**src/rtl/multdiv_seq.sv**
```systemverilog
// Iterative signed 32-bit multiply (radix-4 Booth) / divide (restoring) unit.
// A single 32-bit cla_outer adder is time-shared across all add/subtract steps.

module cla_outer (
    input  logic [31:0] a,
    input  logic [31:0] b,
    input  logic        cin,
    output logic [31:0] sum,
    output logic        cout
);
    logic [31:0] g;
    logic [31:0] p;
    logic [32:0] c;

    // 4-bit lookahead groups; the group carry-out feeds the next group
    always_comb begin
        g    = a & b;
        p    = a ^ b;
        c    = '0;
        c[0] = cin;
        for (int unsigned k = 0; k < 8; k++) begin
            c[4*k+1] = g[4*k] | (p[4*k] & c[4*k]);
            c[4*k+2] = g[4*k+1] | (p[4*k+1] & g[4*k]) | (p[4*k+1] & p[4*k] & c[4*k]);
            c[4*k+3] = g[4*k+2] | (p[4*k+2] & g[4*k+1]) | (p[4*k+2] & p[4*k+1] & g[4*k])
                     | (p[4*k+2] & p[4*k+1] & p[4*k] & c[4*k]);
            c[4*k+4] = g[4*k+3] | (p[4*k+3] & g[4*k+2]) | (p[4*k+3] & p[4*k+2] & g[4*k+1])
                     | (p[4*k+3] & p[4*k+2] & p[4*k+1] & g[4*k])
                     | (p[4*k+3] & p[4*k+2] & p[4*k+1] & p[4*k] & c[4*k]);
        end
        sum  = p ^ c[31:0];
        cout = c[32];
    end
endmodule

module multdiv_seq #(
    parameter int WIDTH = 32,
    parameter int CNT_W = 6
) (
    input  logic             clock,
    input  logic             reset,
    input  logic             ctrl_MULT,
    input  logic             ctrl_DIV,
    input  logic [WIDTH-1:0] data_operandA,
    input  logic [WIDTH-1:0] data_operandB,
    output logic [WIDTH-1:0] data_result,
    output logic             data_exception,
    output logic             data_resultRDY,
    output logic             busy
);
    typedef enum logic [1:0] {S_IDLE, S_MULT, S_DIV, S_DONE} state_t;

    localparam logic [CNT_W-1:0] MULT_LAST = CNT_W'(WIDTH / 2);
    localparam logic [CNT_W-1:0] DIV_LAST  = CNT_W'(WIDTH);

    state_t             state_q;
    state_t             state_d;
    logic [CNT_W-1:0]   counter;
    logic [WIDTH+1:0]   hi;
    logic [WIDTH-1:0]   lo;
    logic               q_prev;
    logic [WIDTH-1:0]   mcand;
    logic               neg_q;
    logic               div_zero;
    logic               div_exc;

    logic               start;
    logic               mult_last;
    logic               div_last;
    logic [WIDTH+1:0]   booth_add;
    logic [WIDTH+1:0]   booth_b;
    logic               booth_neg;
    logic [WIDTH-1:0]   div_s;
    logic [WIDTH-1:0]   cla_a;
    logic [WIDTH-1:0]   cla_b;
    logic               cla_cin;
    logic [WIDTH-1:0]   cla_sum;
    logic               cla_cout;
    logic [1:0]         hi_ext;
    logic [WIDTH:0]     p_hi;

    assign start     = ctrl_MULT | ctrl_DIV;
    assign mult_last = (state_q == S_MULT) && (counter == MULT_LAST);
    assign div_last  = (state_q == S_DIV) && (counter == DIV_LAST);
    assign div_s     = {hi[WIDTH-2:0], lo[WIDTH-1]};
    assign p_hi      = {hi[WIDTH-1:0], lo[WIDTH-1]};

    assign data_resultRDY = (state_q == S_DONE);
    assign busy           = (state_q != S_IDLE);

    always_ff @(posedge clock or negedge reset) begin
        if (!reset) state_q <= S_IDLE;
        else        state_q <= state_d;
    end

    always_comb begin
        state_d = state_q;
        if (start) begin
            state_d = ctrl_MULT ? S_MULT : S_DIV;
        end else begin
            case (state_q)
                S_MULT:  if (mult_last) state_d = S_DONE;
                S_DIV:   if (div_last) state_d = S_DONE;
                S_DONE:  state_d = S_IDLE;
                default: state_d = state_q;
            endcase
        end
    end

    always_comb begin
        booth_add = '0;
        booth_neg = 1'b0;
        case ({lo[1:0], q_prev})
            3'b001, 3'b010: booth_add = {{2{mcand[WIDTH-1]}}, mcand};
            3'b011:         booth_add = {mcand[WIDTH-1], mcand, 1'b0};
            3'b100: begin
                booth_add = {mcand[WIDTH-1], mcand, 1'b0};
                booth_neg = 1'b1;
            end
            3'b101, 3'b110: begin
                booth_add = {{2{mcand[WIDTH-1]}}, mcand};
                booth_neg = 1'b1;
            end
            default: booth_add = '0;
        endcase
        booth_b = booth_neg ? ~booth_add : booth_add;
    end

    // Adder ownership: a start pulse takes it for |A|, then the active op owns it.
    // For division, adding B itself when B<0 is the same as subtracting |B|.
    always_comb begin
        cla_a   = '0;
        cla_b   = '0;
        cla_cin = 1'b0;
        if (start) begin
            cla_a   = data_operandA[WIDTH-1] ? ~data_operandA : data_operandA;
            cla_cin = data_operandA[WIDTH-1];
        end else if (state_q == S_MULT) begin
            cla_a   = hi[WIDTH-1:0];
            cla_b   = booth_b[WIDTH-1:0];
            cla_cin = booth_neg;
        end else if (state_q == S_DIV) begin
            if (div_last) begin
                cla_a   = neg_q ? ~lo : lo;
                cla_cin = neg_q;
            end else begin
                cla_a   = div_s;
                cla_b   = mcand[WIDTH-1] ? mcand : ~mcand;
                cla_cin = ~mcand[WIDTH-1];
            end
        end
        hi_ext = hi[WIDTH+1:WIDTH] + booth_b[WIDTH+1:WIDTH] + {1'b0, cla_cout};
    end

    cla_outer u_cla (
        .a    (cla_a),
        .b    (cla_b),
        .cin  (cla_cin),
        .sum  (cla_sum),
        .cout (cla_cout)
    );

    always_ff @(posedge clock or negedge reset) begin
        if (!reset) begin
            counter        <= '0;
            hi             <= '0;
            lo             <= '0;
            q_prev         <= 1'b0;
            mcand          <= '0;
            neg_q          <= 1'b0;
            div_zero       <= 1'b0;
            div_exc        <= 1'b0;
            data_result    <= '0;
            data_exception <= 1'b0;
        end else if (start) begin
            counter <= '0;
            hi      <= '0;
            q_prev  <= 1'b0;
            if (ctrl_MULT) begin
                lo    <= data_operandB;
                mcand <= data_operandA;
            end else begin
                lo       <= cla_sum;
                mcand    <= data_operandB;
                neg_q    <= data_operandA[WIDTH-1] ^ data_operandB[WIDTH-1];
                div_zero <= (data_operandB == '0);
                div_exc  <= (data_operandB == '0) ||
                            ((data_operandA == {1'b1, {(WIDTH-1){1'b0}}}) && (data_operandB == '1));
            end
        end else begin
            case (state_q)
                S_MULT: begin
                    if (mult_last) begin
                        data_result    <= lo;
                        data_exception <= ~((&p_hi) | ~(|p_hi));
                    end else begin
                        hi      <= {hi_ext[1], hi_ext[1], hi_ext, cla_sum[WIDTH-1:2]};
                        lo      <= {cla_sum[1:0], lo[WIDTH-1:2]};
                        q_prev  <= lo[1];
                        counter <= counter + CNT_W'(1);
                    end
                end
                S_DIV: begin
                    if (div_last) begin
                        data_result    <= div_zero ? '0 : cla_sum;
                        data_exception <= div_exc;
                    end else begin
                        hi      <= {2'b00, (cla_cout ? cla_sum : div_s)};
                        lo      <= {lo[WIDTH-2:0], cla_cout};
                        counter <= counter + CNT_W'(1);
                    end
                end
                default: counter <= counter;
            endcase
        end
    end
endmodule

```
**config.mk**
```make
export PLATFORM = sky130hd
export DESIGN_NAME = multdiv_seq
export DESIGN_NICKNAME = d
export VERILOG_FILES = /design/src/rtl/multdiv_seq.sv
export SDC_FILE = /design/constraint.sdc
export NUM_CORES = 1
export LEC_CHECK = 0
export CAP_MARGIN = 20
export CELL_PAD_IN_SITES_DETAIL_PLACEMENT = 1
export CELL_PAD_IN_SITES_GLOBAL_PLACEMENT = 1
export CORE_MARGIN = 3
export CORE_UTILIZATION = 49
export DETAILED_ROUTE_END_ITERATION = 12
export DONT_BUFFER_PORTS = 1
export PLACE_DENSITY = 0.84
export SLEW_MARGIN = 20
export SYNTH_ARGS = -nofsm -noshare
export SYNTH_HDL_FRONTEND = slang
export SYNTH_HIERARCHICAL = 1
export SYNTH_SLANG_ARGS = --single-unit
```
**constraint.sdc**
```tcl
create_clock -name clock -period 5.8 [get_ports clock]
set_clock_uncertainty 0.05 [all_clocks]
set_input_delay 1.16 -clock clock [delete_from_list [all_inputs] [get_ports clock]]
set_output_delay 1.16 -clock clock [all_outputs]
set_load 0.005 [all_outputs]
```
======== Yosys cells after proc, flatten, opt, wreduce, memory -nomap -nowiden ========
Index checks and enable logic that the tools add are counted.
word-level totals
  flip-flop bits (word level) ............. 143
  output and inout port bits .............. 35
cells by class
  eq/ne operators ......................... 20
  multiplexer cells ....................... 48
  bitwise gates (word level) .............. 223
  reduce and logical (&&, ||, !) cells .... 20
  add/sub/neg operators ................... 3
operators by type and width
  cell                    number
  $mux W32                20
  $mux W34                4
  $pmux W34 S2            2
  $and A1 B1 Y1           128
  $pmux W32 S2            2
  $not A32 Y32            3
  $or A1 B1 Y1            82
  $eq A32 B32 Y1 const B  2
  $xor A32 B32 Y32        2
  $not A34 Y34            1
  $reduce_and A33 Y1      1
  $reduce_or A33 Y1       1
  $and A32 B32 Y32        1
  $logic_not A32 Y1       1
  $mux W6                 3
  $ne A3 B3 Y1 const B    4
  $pmux W6 S2             1
  $mux W1                 10
  $eq A3 B3 Y1 const B    3
  $mux W2                 4
  $add A6 B1 Y6 const B   1
  $eq A3 B2 Y1 const B    2
  $eq A6 B5 Y1 const B    1
  $eq A6 B6 Y1 const B    1
  21 further kinds        34

======== Logic depth before layout (Yosys ltp) ========
  depth in word-level cells ............... 32
  mapped depth ............................ 23

======== Cells and area by module ========
The synthesis kept the hierarchy.
by module, submodules not included
  module       seq. area each (µm²)  cells an instance  instances  area an instance (µm²)
  multdiv_seq  3553.4                1386               1          10965.5
  cla_outer    0.0                   175                1          1480.2

======== Worst setup path before layout ========
No wires, ideal clock.
  kind .................................... input -> register
  from .................................... input port ctrl_DIV
  to ...................................... register hi[32]
  setup slack ............................. 0.707 ns
  path buffers ............................ 3
  arrival time ............................ 4.965 ns
  setup time .............................. 0.078 ns
  required time ........................... 5.672 ns
  stages on the path ...................... 16
  path through ............................ clkbuf_1 -> inv_1 -> nand2_1 -> clkbuf_1 -> clkbuf_1 -> nor2_1 -> ha_1 -> o21a_2 -> a211o_1 -> a311oi_4 -> a21oi_2 -> or2_1 -> a221o_1 -> fa_1 -> or3_1 -> a21oi_1
on the way
  elaborated cells on any way between the ends .. 102
RTL lines
  item                                                         RTL line    source
  start, declared                                              42          input logic ctrl_DIV,
  $or A1 B1 Y1 *                                               81          assign start = ctrl_MULT | ctrl_DIV;
  $mux W32 *                                                   134         if (start) begin
  via cla_b[1]                                                 74          logic [WIDTH-1:0] cla_b;
  $and A32 B32 Y32 / $xor A32 B32 Y32 (equally long branches)  17, 18
  $and A1 B1 Y1 (on tied branches)                             26, 27, 28
  $or A1 B1 Y1 (tied with other cells)                         26          c[4*k+4] = g[4*k+3] | (p[4*k+3] & g[4*k+2]) | (p[4*k+3] & p[4*k+2] & g[4*k+1])
  $or A1 B1 Y1 / $and A1 B1 Y1 (equally long branches)         27, 28
  $or A1 B1 Y1 *                                               28          | (p[4*k+3] & p[4*k+2] & p[4*k+1] & p[4*k] & c[4*k]);
  (+11 left out)                                               n/a
  $or A1 B1 Y1 *                                               28
  $and A1 B1 Y1 *                                              28
  $or A1 B1 Y1 *                                               28
  via cla_cout                                                 77          logic cla_cout;
  $add A2 B1 Y2 *                                              151         hi_ext = hi[WIDTH+1:WIDTH] + booth_b[WIDTH+1:WIDTH] + {1'b0, cla_cout};
  $mux W34 *                                                   192         if (mult_last) begin
  $pmux W34 S2 *                                               190         case (state_q)
  $mux W34 *                                                   174         end else if (start) begin
  end signal, assigned                                         196         hi <= {hi_ext[1], hi_ext[1], hi_ext, cla_sum[WIDTH-1:2]};
  end signal, assigned                                         207         hi <= {2'b00, (cla_cout ? cla_sum : div_s)};
  end, declared                                                58          logic [WIDTH+1:0] hi;
The timed path passes the listed nets; every way through them passes the cells marked *. The select of a mux whose other input is x is not followed.
A chain may end at the register's enable or synchronous reset.

======== Final worst setup path ========
  from .................................... register lo[0]
  to ...................................... register hi[29]
on the way
  elaborated cells on any way between the ends .. 129
RTL lines
  item                                                                   RTL line  source
  start, declared                                                        59        logic [WIDTH-1:0] lo;
  start signal, assigned                                                 179       lo <= data_operandB;
  start signal, assigned                                                 182       lo <= cla_sum;
  start signal, assigned                                                 197       lo <= {cla_sum[1:0], lo[WIDTH-1:2]};
  $eq A3 B3 Y1 (tied with other cells)                                   112       case ({lo[1:0], q_prev})
  $reduce_or A4 Y1 (no line) / $reduce_or A2 Y1 (equally long branches)  n/a
  $pmux W34 S2                                                           112
  $not A34 Y34                                                           125       booth_b = booth_neg ? ~booth_add : booth_add;
  $mux W34 *                                                             125
  $mux W32 *                                                             137       end else if (state_q == S_MULT) begin
  $mux W32 *                                                             134
  via cla_b[19]                                                          74
  (+10 left out)                                                         n/a
  $and A1 B1 Y1 *                                                        22        c[4*k+1] = g[4*k] | (p[4*k] & c[4*k]);
  $or A1 B1 Y1 *                                                         22
  $xor A32 B32 Y32 *                                                     30        sum = p ^ c[31:0];
  via cla_sum[29]                                                        76        logic [WIDTH-1:0] cla_sum;
  $mux W32 *                                                             207
  $mux W34 *                                                             203       if (div_last) begin
  $pmux W34 S2 *                                                         190
  $mux W34 *                                                             174
Marks and branches as above.

==> results.json <==
{
  "fmax_ghz": 0.189,
  "slew_viol_final": 0,
  "cts_resized": 0,
  "post-route-drc-count": 0,
  "ctsHoldBuffers": 0,
  "hold_viol": 0,
  "insertedDiodeCount": 0,
  "path_cells": "and3b_1 -> buf_4 -> nand2_1 -> o221ai_1 -> a21oi_1 -> nor2_1 -> ha_1 -> a21oi_1 -> o21ai_2 -> a311oi_4 -> a21oi_2 -> or2_1 -> a21o_1 -> fa_1 -> xor2_1 -> mux2i_1 -> nand2_1 -> o211ai_1 -> a21oi_1",
  "grt_use_total_pct": 33.8,
  "relSlewSlack_pct": 33.5,
  "yosys_warnings": 6,
  "layout_common_cells": "217 x nand2_1, 139 x dfrtp_1, 129 x a21oi_1",
  "period_needed_ns": 5.30,
  "wirelength_met1_mm": 19.4,
  "drt-initial-drc-count": 1090,
  "synth_area_um2": 12400,
  "die_h_um": 165,
  "numCtsBuffers": 17,
  "io-pin-count": 103,
  "wl_met3_mm": 3.72,
  "layout_commonest_cell": "nand2_1",
  "maxCapViolCount": 0,
  "syn_area_per_cell_um2": 7.97,
  "crit_path_start_kind": "flop",
  "gp_congestion": 0.925,
  "clk_pin_slew_worst_paths_ns": 0.07,
  "worstSetupPathType": "flop to flop",
  "cts_setup_buffers": 0,
  "path_max_fanout": 16,
  "ys_ff_latch": 142,
  "tightest_slew_ns": 0.995,
  "nets": 1597,
  "status": "completed",
  "synth.net_count": 1677,
  "finalSetupViolCount": 0,
  "antenna_found_initial": 1,
  "core_region_area_um2": 24600,
  "clock_sinks": 142,
  "port_buffers": 0,
  "cts_tree": "done",
  "drt_wl_total_mm": 45.9,
  "grt_max_degree": 143,
  "tns_ns": 0,
  "cp.arrival_ns": 5.62,
  "synthCells": 1561,
  "ys_types": 70,
  "fin_crit_sh_pct": 91.5,
  "cp-end-kind": "flop",
  "required_ns": 6.11,
  "firstDrtPassIters": 5,
  "slowest_stage": "and3b_1",
  "ctsLongestPathBuffers": 2,
  "routedWlPerCell_um": 25.2,
  "cts-root-buf": "clkbuf_16",
  "hpwl_mm": 31.3,
  "ys_seq_area_share_pct": 28.6,
  "power_density_nw_per_um2": 294,
  "max_stage_delay_ns": 0.82,
  "viasPerCell": 6.86,
  "dieArea_um2": 27300,
  "die_w_um": 165,
  "ir_drop_mv": 0.156,
  "ant_nets": 0,
  "power_leakage_nw": 5.02,
  "holdCritPathClass": "primary input to async pin",
  "synthFlopType": "dfrtp_1",
  "clock_latency_ns": 0.44,
  "htree_levels": 4,
  "overflow": 0,
  "p_total_mw": 3.87,
  "grt_pass1_vias": 12740,
  "synth_edf_count": 0,
  "met2_length_mm": 20.9,
  "grt_pass1_wl_mm": 72.6,
  "row_count": 57,
  "fill_cells": 2978,
  "drive_above_1_share_pct": 6.49,
  "num_vias": 12478,
  "area_growth_syn_to_layout_pct": 5.81,
  "rsz0062_at_grt": "false",
  "critPathMostFrequentCell": "a21oi_1",
  "start_util_pct": 50.6,
  "async_flop_share_pct": 100,
  "top_layer_used": "met5"
}
power by group:
part           leakage [nW]  internal [mW]  total [mW]  switching, mW
logic                  2.96          0.543        1.36          0.817
clock network         0.261          0.602        1.09          0.491
registers              1.79           1.18        1.42          0.241
total                  5.02           2.32        3.87           1.55
kinds of logic (layout without fill, tap and decap cells):
kind of cell / count (synthesis) / after routing / synth area share (%)
multiplexers: 70 / 70 / 5.64
XOR/XNOR: 152 / 152 / 10.7
flip-flops: 142 / 142 / 28.6
AO/OA/AOI/OAI: 502 / 502 / 26.3
AND/OR/NAND/NOR: 492 / 492 / 18.2
adder cells (fa/ha/maj): 48 / 48 / 5.37
buffers and inverters: 155 / 88 / 5.26
stage by stage:
| stage | hold slack, ns | utilization, % | area (µm²) | std cells | worst slack [ns] |
|---|---|---|---|---|---|
| after floorplan | 0.400 | - | 12400 | 1561 | 0.707 |
| after global placement | 0.420 | 51.2 | 12600 | 1786 | 0.783 |
| after detailed placement | 0.451 | 51.2 | 12600 | 1786 | 0.574 |
| after CTS | 0.361 | 53.5 | 13200 | 1818 | 0.625 |
| after global routing | 0.355 | 53.5 | 13200 | 1818 | 0.256 |
| final | 0.369 | 53.5 | 13200 | 1818 | 0.496 |
metal layers:
layer / track usage (%) / vias to the layer above
met2: 52.6 / 597
met3: 7.26 / 131
li1: - / 5504
met4: 15.5 / 4
met5: 0 / -
met1: 45.0 / 6242
cells in the mapped netlist (31+ instances only):
| cell type | n | area (µm²) |
|---|---|---|
| a211oi_1 | 63 | 473 |
| o22ai_1 | 33 | 206 |
| o221ai_1 | 31 | 272 |
| a21oi_1 | 130 | 651 |
| dfrtp_1 | 142 | 3550 |
| nor2_1 | 122 | 458 |
| o21a_1 | 33 | 248 |
| o21ai_0 | 72 | 360 |
| xnor2_1 | 106 | 928 |
| xor2_1 | 46 | 403 |
| o21ai_1 | 36 | 180 |
| buf_2 | 31 | 155 |
| mux2i_1 | 69 | 691 |
| clkbuf_1 | 89 | 334 |
| ha_1 | 39 | 488 |
| nor2b_1 | 32 | 200 |
| o211ai_1 | 35 | 263 |
| nor3_1 | 36 | 180 |
| nand2_1 | 218 | 818 |
worst max-delay path: cells and delay by family, from the launching register on:
| family | cells | cell delay (ns) |
|---|---|---|
| AOI/OAI and AO/OA | 9 | 1.54 |
| and+or+nand+nor | 5 | 1.46 |
| adders and majority gates | 2 | 0.69 |
| DFF | 1 | 0.60 |
| buffers and inverters | 1 | 0.40 |
| xor gates and xnor gates | 1 | 0.33 |
| muxes | 1 | 0.13 |
path summary, 6_finish.rpt:
| kind | startpoint | to | slack [ns] | depth (start not counted) |
|---|---|---|---|---|
| hold / removal | reset | mcand[28]$_DFFE_PN0N_ | 0.37 | 0 |
| min in group clock | data_result[2]$_DFFE_PN0P_ | data_result[2]$_DFFE_PN0P_ | 0.47 | 2 |
| setup reg to reg | lo[0]$_DFFE_PN0P_ | hi[29]$_DFFE_PN0P_ | 0.50 | 19 |
| hold reg to reg | data_result[2]$_DFFE_PN0P_ | data_result[2]$_DFFE_PN0P_ | 0.47 | 2 |
| setup / recovery | lo[0]$_DFFE_PN0P_ | hi[29]$_DFFE_PN0P_ | 0.50 | 19 |
| max in group asynchronous | reset | mcand[7]$_DFFE_PN0N_ | 5.17 | 0 |
sequential cells by signal, indices dropped and copies added (netlist names):
name	cells
state_q	2
q_prev	1
lo	32
mcand	32
div_zero	1
div_exc	1
neg_q	1
data_result	32
data_exception	1
counter	6
hi	33
layout make-up:
| type | instances | area [µm²] | area share (%) |
|---|---|---|---|
| Clock inverter | 13 | 118 | 0.893 |
| Multi-Input combinational cell | 1264 | 8310 | 63.1 |
| Sequential cell | 142 | 3560 | 27.0 |
| Clock buffer | 19 | 443 | 3.36 |
| Tap cell | 324 | 405 | 3.08 |
| Inverter | 22 | 82.6 | 0.627 |
| Timing Repair Buffer | 34 | 255 | 1.94 |
Power figures use the tool's default switching activity.
==> RTL edit 1: new RTL, same settings <==
The parameter `CNT_W` goes from 6 to 8.
--- a/src/rtl/multdiv_seq.sv
+++ b/src/rtl/multdiv_seq.sv
@@ -36,3 +36,3 @@
     parameter int WIDTH = 32,
-    parameter int CNT_W = 6
+    parameter int CNT_W = 8
 ) (
Behaviour: same outputs for any inputs over 4 cycles, from zero or initial values and one cycle with reset low; that may be too few to reach the edited logic, so the function may still have changed.
==> RTL edit 1 against the original RTL <==
Power rose by 2.5%. Die area rose by 0.74%. First-iteration DRC count rose by 1.0%. Area after synthesis rose by 0.76%. Highest routed layer is now met4. Cell area rose by 1.1%. Critical path type unchanged. Largest power group unchanged. Sequential cell count rose by 2. Wire length rose by 3.3%. Final cell count fell by 1.8%. Sequential share of layout area rose by 0.092 points. Setup slack got worse by 0.14 ns.
==> RTL edit 1: results <==
[route]
highest_layer = met4
finalWirelength_um = 47400
detail_route.iter0.violations = 1101
met3_routed_length_um = 2600
routed-wl-met2_um = 22700
m1WireLength_um = 18600
route.detailed.vias_per_inst = 6.76

[placed_design]
dp_hpwl_um = 33100
buffer_ports.inserted = 0
globalplace.congestion = 0.923
pre_cts_slack_ns = 0.473

[critical_path]
arrival_ns = 5.76
timing.critical_path.slowest_cell_delay_ns = 0.46
critical_path.reg2reg.endpoint = hi[25]$_DFFE_PN0P_
cp-startpoint = counter[0]$_DFFE_PN0P_
r2r_cells = 22
timing.reg2reg.setup_slack_ns = 0.35
critical-path-slowest-cell = a2111o_1
worst-path-max-fanout = 14

[synthesis]
synth_fa_ha_area_share_pct = 5.33
synth-warning-count = 6
post_synth_xor_area_fraction_pct = 11.0
synth_mux_area_share_pct = 9.29
ys_seq_area_share_pct = 28.7
synth-compound-area-share_pct = 24.3
postSynthNetCount = 1643
synth_top_cells_by_area = dfrtp_1, xnor2_1, a21oi_1
synthTopCellsByCount = nand2_1, nor2_1, dfrtp_1

[sta]
worst_slew_margin_rel_pct = 35.3
min_clock_period_post_route_ns = 5.45
number_of_setup_violations_in_the_final_report = 0

[grt]
vias_in_the_first_global_route = 12600
grt_use_met1_pct = 41.0
globalRouteMet2Util_pct = 56.4
use_met3_pct = 5.26
maximum_number_of_pins_on_one_net_before_global_route_repair = 145
globalRouteTotalUtil_pct = 34.0
wire_length_of_the_first_global_routing_pass_um = 74300
antenna_found_initial = 1

[clock_tree]
root_buffer = clkbuf_16
cts_max_level = 4
clockBufferDepth = 2
post_cts.repair.setup_buffers = 0
cts_resized = 0

[power_and_ir_drop]
vdd.ir_drop.worst_mv = 0.166
p_leak_nw = 5.26

[worst_hold_path]
timing.hold.worst.class = input pin to asynchronous set/reset pin

[final_layout]
layout-drive-gt1-share_pct = 8.36

[outcome]
run_status = finished clean
## RTL edit 1: cell types whose count changed after synthesis, moves of 10 or more
cell / unedited run / this run
a22oi_1: 0 / 60
mux2_4: 0 / 30
o21a_1: 33 / 4
nand2_1: 218 / 156
nor3_1: 36 / 17
o31ai_1: 1 / 31
nor2_1: 122 / 156
o221ai_1: 31 / 2
o22ai_1: 33 / 23
clkbuf_1: 89 / 109
xor2_1: 46 / 57
o311ai_0: 22 / 0
buf_2: 31 / 8
o21ai_1: 36 / 14
## RTL edit 1: worst max-delay path by stage
stage / cells past startpoint / end
floorplan: 20 / hi[29]$_DFFE_PN0P_
global placement: 16 / lo[25]$_DFFE_PN0P_
detailed placement: 23 / hi[14]$_DFFE_PN0P_
CTS: 23 / hi[2]$_DFFE_PN0P_
global route: 23 / hi[3]$_DFFE_PN0P_
finish: 22 / hi[25]$_DFFE_PN0P_
## RTL edit 1: where the power goes
group          internal, W  switching [W]
Sequential         0.00120       0.000270
Combinational     0.000567       0.000792
Clock             0.000603       0.000538
Total              0.00237        0.00160
## RTL edit 1: per-stage QoR
step | util [%] | power (W) | instance area (um^2) | hold WS (ns) | instances
detailed placement | 51.4 | 0.00282 | 12700 | 0.469 | 1753
finish | 53.8 | 0.00397 | 13300 | 0.357 | 1785
CTS | 53.7 | 0.00397 | 13300 | 0.350 | 1784
global route | 53.8 | 0.00418 | 13300 | 0.341 | 1784
global placement | 51.4 | 0.00276 | 12700 | 0.459 | 1753
floorplan | - | 0.00242 | 12500 | 0.400 | 1527
## RTL edit 1: area by class of cell
class                      count  area (um^2)
sequential                   144         3610
tap                          324          405
clock buffer                  17          425
antenna                        1         2.50
clock inverter                14          144
multi-input combinational   1231         8390
timing repair buffer          32          253
fill                        2966        11400
inverter                      22         82.6
==> RTL edit 2: new RTL, same settings <==
Made on the original files. The 4 states of `state_t` get a Gray code encoding in 2 bits.
--- a/src/rtl/multdiv_seq.sv
+++ b/src/rtl/multdiv_seq.sv
@@ -49,3 +49,3 @@
 );
-    typedef enum logic [1:0] {S_IDLE, S_MULT, S_DIV, S_DONE} state_t;
+    typedef enum logic [1:0] {S_IDLE = 2'b00, S_MULT = 2'b01, S_DIV = 2'b11, S_DONE = 2'b10} state_t;
 
Behaviour: same outputs for any inputs over 4 cycles, from zero or initial values and one cycle with reset low; so few cycles prove little.
==> RTL edit 2 against the original RTL <==
Area after synthesis increased by 3.3%. Setup slack got worse by 0.26 ns. Clock power increased by 6%. Power decreased by 3.9%. Cell area increased by 2.8%. Maximum frequency decreased by 4.6%. Utilization decreased by 0.35 points. Wire length increased by 1.9%. Sequential power decreased by 11%. Sequential cell count unchanged. Combinational power decreased by 5%. Critical endpoint is now hi[25]$_DFFE_PN0P_.
==> RTL edit 2: results <==
[outcome]
run_status = finished clean

[synthesis]
synth.distinct_cells = 78
postSynthNetCount = 1583
synth_top_cells_by_area = dfrtp_1, mux2i_1, nand2_1
post_synth_xor_area_fraction_pct = 10.3
ys_seq_area_share_pct = 27.6
synthTopCellsByCount = nand2_1, o21ai_0, dfrtp_1
synth_fa_ha_area_share_pct = 4.81

[route]
routed-wl-met2_um = 20200
detail_route.iter0.violations = 1294
m1WireLength_um = 20000
met3_routed_length_um = 4970
route.detailed.vias_per_inst = 6.83
highest_layer = met4

[sta]
holdWs_ns = 0.374
worst_slew_margin_rel_pct = 38.1

[grt]
grt_use_met1_pct = 47.3
globalRouteTotalUtil_pct = 32.4
use_met3_pct = 7.94
globalRouteMet2Util_pct = 46.7

[power_and_ir_drop]
powerComb_w = 0.00129
total_power_w = 0.00372
seq_power_share_pct = 34.2
vdd.ir_drop.worst_mv = 0.144
p_leak_nw = 5.63

[placed_design]
dp_hpwl_um = 31800
dpl_cell_area_mm2 = 0.0129
globalplace.congestion = 0.929
pre_cts_slack_ns = 0.0533
placed_instances = 1701

[critical_path]
crit-reg2reg-launch = counter[0]$_DFFE_PN0P_
arrival_ns = 5.87
timing.reg2reg.setup_slack_ns = 0.24
critical-path-slowest-cell = or3_2

[final_layout]
finalNetCount = 1507

[clock_tree]
post_cts.repair.setup_buffers = 2
-- RTL edit 2: cell count changes after synthesis, sizes merged, moves of 34 or more --
cell | before | now
a211oi | 63 | 4
o21ai | 111 | 172
clkbuf | 89 | 51
a22oi | 0 | 90
nor2 | 122 | 50
a21oi | 133 | 96
buf | 44 | 78
xnor2 | 106 | 72
mux2i | 69 | 129
-- RTL edit 2: kinds of logic after synthesis --
| kind of cell | after synthesis |
|---|---|
| flops | 142 |
| mux | 160 |
| fa+ha+maj | 44 |
| xor+xnor | 151 |
| compound gates | 461 |
| buf+inv | 145 |
| simple gates | 368 |
-- RTL edit 2: area by class of cell --
| class | instances | area [um^2] |
|---|---|---|
| clock buffers | 20 | 457 |
| clock inverters | 11 | 133 |
| fillers | 2948 | 11900 |
| inverters | 16 | 60.1 |
| multi-input cells | 1185 | 8620 |
| flip-flops and latches | 142 | 3560 |
| well taps | 330 | 413 |
| repair buffers | 33 | 309 |
-- RTL edit 2: worst max path at each step --
| stage | from | end | slack (ns) | cells past startpoint |
|---|---|---|---|---|
| after CTS | counter[0]$_DFFE_PN0P_ | hi[21]$_DFFE_PN0P_ | 0.21 | 22 |
| after global routing | counter[0]$_DFFE_PN0P_ | lo[29]$_DFFE_PN0P_ | 0.05 | 22 |
| after floorplan | ctrl_DIV | hi[32]$_DFFE_PN0P_ | 0.94 | 17 |
| after global placement | counter[0]$_DFFE_PN0P_ | hi[25]$_DFFE_PN0P_ | 0.33 | 20 |
| final | counter[0]$_DFFE_PN0P_ | hi[25]$_DFFE_PN0P_ | 0.24 | 23 |
| after detailed placement | counter[0]$_DFFE_PN0P_ | hi[29]$_DFFE_PN0P_ | 0.05 | 21 |
